### src/rtl/song_pkg.sv
// Shared playback types and song-length defaults, so the note ROMs and the sequencer agree.
// Pure declarations: no timing, no flow control.
package song_pkg;

    typedef enum logic [1:0] {
        ST_IDLE,
        ST_PLAYING,
        ST_PAUSED,
        ST_DONE
    } state_t;

    localparam logic [1:0] TEMPO_NORMAL     = 2'b00;
    localparam logic [1:0] TEMPO_DOUBLE     = 2'b01;
    localparam logic [1:0] TEMPO_HALF       = 2'b10;
    localparam logic [1:0] TEMPO_NORMAL_ALT = 2'b11;

    localparam int SONG1_LEN_DEFAULT = 365;
    localparam int SONG2_LEN_DEFAULT = 261;

endpackage

### src/rtl/song_sequencer_step_timer.sv
// Programmable step divider: counts 0..period-1 while run is high, freezes otherwise.
// tc_o is combinational and asserts on the last count of a running period.
module step_timer #(
    parameter int CNT_W = 24
) (
    input  logic             clk,
    input  logic             rst,
    input  logic             run_i,
    input  logic             clr_i,
    input  logic [CNT_W-1:0] period_i,
    output logic             tc_o
);

    logic [CNT_W-1:0] cnt_q;
    logic [CNT_W-1:0] cnt_d;

    assign tc_o = run_i && (cnt_q == period_i - CNT_W'(1));

    always_comb begin
        cnt_d = cnt_q;
        if (clr_i) begin
            cnt_d = '0;
        end else if (run_i) begin
            cnt_d = tc_o ? '0 : cnt_q + CNT_W'(1);
        end
    end

    always_ff @(posedge clk) begin
        if (rst) begin
            cnt_q <= '0;
        end else begin
            cnt_q <= cnt_d;
        end
    end

endmodule

### src/rtl/song_sequencer.sv
// Song playback controller: steps the shared ROM address at the latched tempo and forwards the selected note.
// note_out trails a rom_addr change by two cycles; play/pause/stop are single-cycle pulses, stop has priority.
module song_sequencer
    import song_pkg::*;
#(
    parameter int TICK_DIV  = 6_250_000,
    parameter int SONG1_LEN = SONG1_LEN_DEFAULT,
    parameter int SONG2_LEN = SONG2_LEN_DEFAULT,
    parameter int ADDR_W    = 10,
    parameter int NOTE_W    = 10
) (
    input  logic              clk,
    input  logic              rst,
    input  logic              play,
    input  logic              pause,
    input  logic              stop,
    input  logic              song_sel,
    input  logic [1:0]        tempo_sel,
    input  logic              loop_en,
    output logic [ADDR_W-1:0] rom_addr,
    input  logic [NOTE_W-1:0] rom1_note,
    input  logic [NOTE_W-1:0] rom2_note,
    output logic [NOTE_W-1:0] note_out,
    output logic              playing,
    output logic              done
);

    localparam int CNT_W = $clog2(2 * TICK_DIV + 1);

    state_t            state_q;
    logic              song_q;
    logic [CNT_W-1:0]  period_q;
    logic [ADDR_W-1:0] addr_q;
    logic [NOTE_W-1:0] note_q;
    logic              playing_q;
    logic              done_q;
    logic              first_q;

    logic              start;
    logic              run;
    logic              tc;
    logic [ADDR_W-1:0] last_addr;
    logic [CNT_W-1:0]  period_d;

    assign start     = play && !stop && (state_q == ST_IDLE || state_q == ST_DONE);
    assign run       = (state_q == ST_PLAYING) && !pause && !stop;
    assign last_addr = song_q ? ADDR_W'(SONG2_LEN - 1) : ADDR_W'(SONG1_LEN - 1);

    always_comb begin
        period_d = CNT_W'(TICK_DIV);
        case (tempo_sel)
            TEMPO_DOUBLE: period_d = CNT_W'(TICK_DIV / 2);
            TEMPO_HALF:   period_d = CNT_W'(2 * TICK_DIV);
            default:      period_d = CNT_W'(TICK_DIV);
        endcase
    end

    step_timer #(
        .CNT_W (CNT_W)
    ) u_step_timer (
        .clk      (clk),
        .rst      (rst),
        .run_i    (run),
        .clr_i    (stop || start),
        .period_i (period_q),
        .tc_o     (tc)
    );

    always_ff @(posedge clk) begin
        if (rst) begin
            state_q   <= ST_IDLE;
            song_q    <= 1'b0;
            period_q  <= CNT_W'(TICK_DIV);
            addr_q    <= '0;
            note_q    <= '0;
            playing_q <= 1'b0;
            done_q    <= 1'b0;
            first_q   <= 1'b0;
        end else begin
            done_q  <= 1'b0;
            first_q <= 1'b0;
            // The ROM still holds the previous address's note during the first PLAYING cycle.
            note_q  <= (state_q == ST_PLAYING && !first_q) ? (song_q ? rom2_note : rom1_note) : '0;
            if (stop) begin
                state_q   <= ST_IDLE;
                addr_q    <= '0;
                playing_q <= 1'b0;
            end else begin
                case (state_q)
                    ST_IDLE, ST_DONE: begin
                        if (play) begin
                            song_q    <= song_sel;
                            period_q  <= period_d;
                            addr_q    <= '0;
                            state_q   <= ST_PLAYING;
                            playing_q <= 1'b1;
                            first_q   <= 1'b1;
                        end
                    end
                    ST_PLAYING: begin
                        if (pause) begin
                            state_q   <= ST_PAUSED;
                            playing_q <= 1'b0;
                        end else if (tc) begin
                            if (addr_q < last_addr) begin
                                addr_q <= addr_q + ADDR_W'(1);
                            end else if (loop_en) begin
                                addr_q <= '0;
                            end else begin
                                state_q   <= ST_DONE;
                                playing_q <= 1'b0;
                                done_q    <= 1'b1;
                            end
                        end
                    end
                    ST_PAUSED: begin
                        if (play) begin
                            state_q   <= ST_PLAYING;
                            playing_q <= 1'b1;
                        end
                    end
                    default: state_q <= ST_IDLE;
                endcase
            end
        end
    end

    assign rom_addr = addr_q;
    assign note_out = note_q;
    assign playing  = playing_q;
    assign done     = done_q;

endmodule

### config.mk
export PLATFORM = sky130hd
export DESIGN_NAME = song_sequencer
export DESIGN_NICKNAME = d
export VERILOG_FILES = /design/src/rtl/song_pkg.sv /design/src/rtl/song_sequencer_step_timer.sv /design/src/rtl/song_sequencer.sv
export SDC_FILE = /design/constraint.sdc
export NUM_CORES = 1
export LEC_CHECK = 0
export BUFFER_PORTS_ARGS = -buffer_cell sky130_fd_sc_hd__buf_2
export CORE_MARGIN = 3
export CORE_UTILIZATION = 50
export DETAILED_ROUTE_END_ITERATION = 10
export PLACE_DENSITY = 0.86
export SLEW_MARGIN = 30
export SYNTH_ARGS = -nofsm -noshare
export SYNTH_HDL_FRONTEND = slang
export SYNTH_SLANG_ARGS = --single-unit
### constraint.sdc
create_clock -name clk -period 2.5 [get_ports clk]
set_input_delay 0.25 -clock clk [delete_from_list [all_inputs] [get_ports clk]]
set_output_delay 0.25 -clock clk [all_outputs]
set_load 0.05 [all_outputs]
==> results.md <==
- Endpoint arrival time on the critical path: 2.69 ns
- Final routed wirelength across all metal layers: 6.20 mm
- Net load switching power: 0.000397 W
- Vias per inst: 5.55
- Synth Warn #: 0
- Sum of negative setup slack: 0 ns
- Synth Register Bits: 56
- Static Leakage: 1.38 nW
- Transition time at the pin with the least slew margin: 0.468 ns
- XOR/XNOR share of the synthesized area: 10.4%
- Worst IR drop on VDD: 399 uV
- Library cell used as clock root buffer: clkbuf_8
- Hold buffer count at cts: 0
- Share of post-route cells with drive strength above 1: 25.1%
- # port buffers: 50
- Width of the die: 80.5 um
- Area fraction in compound gates after synthesis: 13.5%
- Number of antenna violations at the first check in global routing: 0
- Gate count of the mapped netlist: 315
- Internal Pwr Total: 0.00120 W
- Kind of start point of the critical path: flip-flop
- Number of clock sinks: 56
- Netlist cell types: 47
- Multiplexer share of the synthesized area: 3.60%
- Antenna viol nets, final: 0
- Adder-cell share of the synthesized area: 5.41%
- Nets: 419
- Final min period: 2.47 ns
- Combinational family with the most area after synthesis: simple AND/OR/NAND/NOR gates
- Simple-gate portion of the synthesized area: 23.8%
- Sequential cell fraction of total power: 57.1%
- Count of pins over their slew limit: 0
- Detailed-router iteration count before antenna repair: 4
- Vias in the first global route: 2330
- Largest fanout on the critical path: 8
- Net switching share of the total power: 24.8%
- EDFF count, synth: 0
- Cell area power density: 473 nW/um^2
- Max-cap violations: 0
- Htree depth: 2
- Async SR Flop Fraction: 0%
- Overall die height: 80.5 um
- Highest clock rate: 405 MHz
- Utilization of the core after routing: 64.6%
- Cell types occupying the most area after synthesis: dfxtp_1, xor2_1, nor2_1
- Number of buffers added by the clock tree synthesis step: 5
- Clock network fraction of design power: 31.6%
- Synth area leader: dfxtp_1
- Maximum clock skew at final layout: 0.00811 ns
- Total count of hold-check failures in the final report: 0
- Critical path class: reg2reg
- Clock tree from TritonCTS: done
- Req. time, crit path: 2.72 ns
- Clock latency at the later pin of the worst-skew pair: 0.31 ns
- Row Count: 26
- Main synth FF type: dfxtp_1
- Final std cells w/o fill: 449
- Pin count of the biggest net entering global routing: 23
- Number of antenna cells inserted: 0
- Combinational share of power: 11.3%
- Critical path capture point type: flip-flop
- Aggregate global-route resource usage: 19.4%
- Wire length of the first global-routing pass: 10.2 mm
- Number of top-level pins: 51
- Tightest slew margin relative to the limit: 68.5%
- Synthesized Nets: 356
- Remaining DRCs: 0
- Buffer depth of the longest clock path: 2
- Initial Util: 53.0%
- Placed cells: 439
- Routed wire per std cell: 13.8 um
- Sequential area share after synthesis: 40.4%
- Vias post-DR: 2490
- Hold_ws: 0.172 ns
- Final setup vio count: 0
- Syn avg cell area: 8.82 um^2
- Violation count after the first detailed-routing iteration: 167
- Placeable core area: 5240 um^2
- Share of the synthesized area in the top cell type: 40.4%
- Dpl hpwl: 4.61 mm
- Result of the run: finished, final reports clean
- Total power draw: 0.00160 W
- Final weighted congestion in routability-driven placement: 0.831
- Overflow after GRT: 0
- Layout Area Growth over Synthesis: 21.8%
- Total Die Area: 6490 um^2
- Netlist Area Pre-Place: 2780 um^2
- Worst-path clk slew: 0.09 ns
- Fin crit share: 98.8%
- Min-Delay Path Class: in2reg
==> per-layer routing <==
metal | share of wire, % | vias up | global-route usage, %
met5 | 0 | - | 0
met4 | 1.6 | 0 | 4.39
met3 | 6.9 | 11 | 4.04
met2 | 46 | 103 | 32.8
met1 | 46 | 1145 | 25.4
li1 | - | 1231 | -
==> synthesized netlist by cell type (2+ instances only) <==
cell	number
dfxtp_1	56
nor2_1	44
nand2_1	19
xor2_1	19
nand3_1	15
xnor2_1	14
o21ai_0	13
ha_1	12
and3_1	10
inv_1	10
mux2i_1	10
a21oi_1	9
o211ai_1	8
clkbuf_1	6
nand2b_1	6
nand4_1	6
nor3_1	6
o31ai_1	6
a211o_1	4
nor2b_1	4
or2_2	3
or3_1	3
and4_1	2
nor3b_1	2
o211a_1	2
o21a_1	2
o21ai_1	2
o22ai_1	2
o311ai_0	2
==> power by group through the flow <==
| stage | clock network (W) | registers [W] | logic (W) |
|---|---|---|---|
| after floorplan | 0 | 0.000950 | 0.0000906 |
| after global placement | 0 | 0.000933 | 0.000167 |
| after detailed placement | 0 | 0.000934 | 0.000173 |
| after CTS | 0.000515 | 0.000914 | 0.000174 |
| after global routing | 0.000543 | 0.000916 | 0.000200 |
| final | 0.000505 | 0.000914 | 0.000181 |
==> worst max-delay path: stages (launching register included) <==
cell     delay [ns]
dfxtp_2        0.33
inv_1          0.06
ha_4           0.17
ha_4           0.25
xor2_1         0.13
nand4_1        0.13
nor4_4         0.36
nand2_2        0.10
or4_4          0.61
o31ai_1        0.23
==> flip-flops by register name (all words and copies together), names as in the netlist <==
name and cells:
song_q 1, period_q 6, done 1, first_q 1, rom_addr 10, state_q 2
note_out 10, u_step_timer.cnt_q 24, playing 1
==> metrics by stage <==
step	setup WS [ns]	area, um^2
after floorplan	0.0107	2800
after global placement	0.0859	3200
after detailed placement	-0.0233	3200
after CTS	0.0343	3310
after global routing	-0.132	3380
final	0.0301	3380
==> layout by cell type (no fill, tap or decap), drive strengths merged, types with 3 or more instances in the layout <==
cell type  instances
o21ai             15
xor2              19
ha                12
nor2b              4
a211o              4
clkbuf             6
and3              11
nand2             20
mux2i             10
nand4              6
nand2b             6
dfxtp             56
nand3             15
or2                3
nor2              44
buf               65
inv               10
xnor2             14
nor3               6
o211ai             8
o31ai              6
a21oi              9
nor3b              3
or3                3
==> layout make-up <==
cell class,instances,area (um^2)
repair buffers,65,375
clock inverters,2,10.0
inverters,10,37.5
multi-input cells,240,1660
flip-flops and latches,56,1130
well taps,70,87.6
fillers,397,1860
clock buffers,6,82.6
==> cells by family (layout without fill, tap and decap cells) <==
logic type,Yosys count,count (layout)
compound gates,56,56
xor+xnor,33,33
fa+ha+maj,12,12
buf+inv,19,83
flops,56,56
mux,10,10
simple gates,129,129
==> path summary, 6_finish.rpt <==
check | slack (ns) | cells past startpoint | end | start
max reg2reg | 0.03 | 9 | rom_addr[8] | period_q[8]
min reg2reg | 0.49 | 2 | u_step_timer.cnt_q[1] | u_step_timer.cnt_q[1]
min | 0.17 | 3 | note_out[9] | rom1_note[9]
max | 0.03 | 9 | rom_addr[8] | period_q[8]
==> what timing repair did <==
action,in CTS,in global routing
gates resized for setup,1,12
pin swaps,1,6
setup endpoints to repair,4,9
buffers inserted,1,1
(Power assumes the default switching activity.)
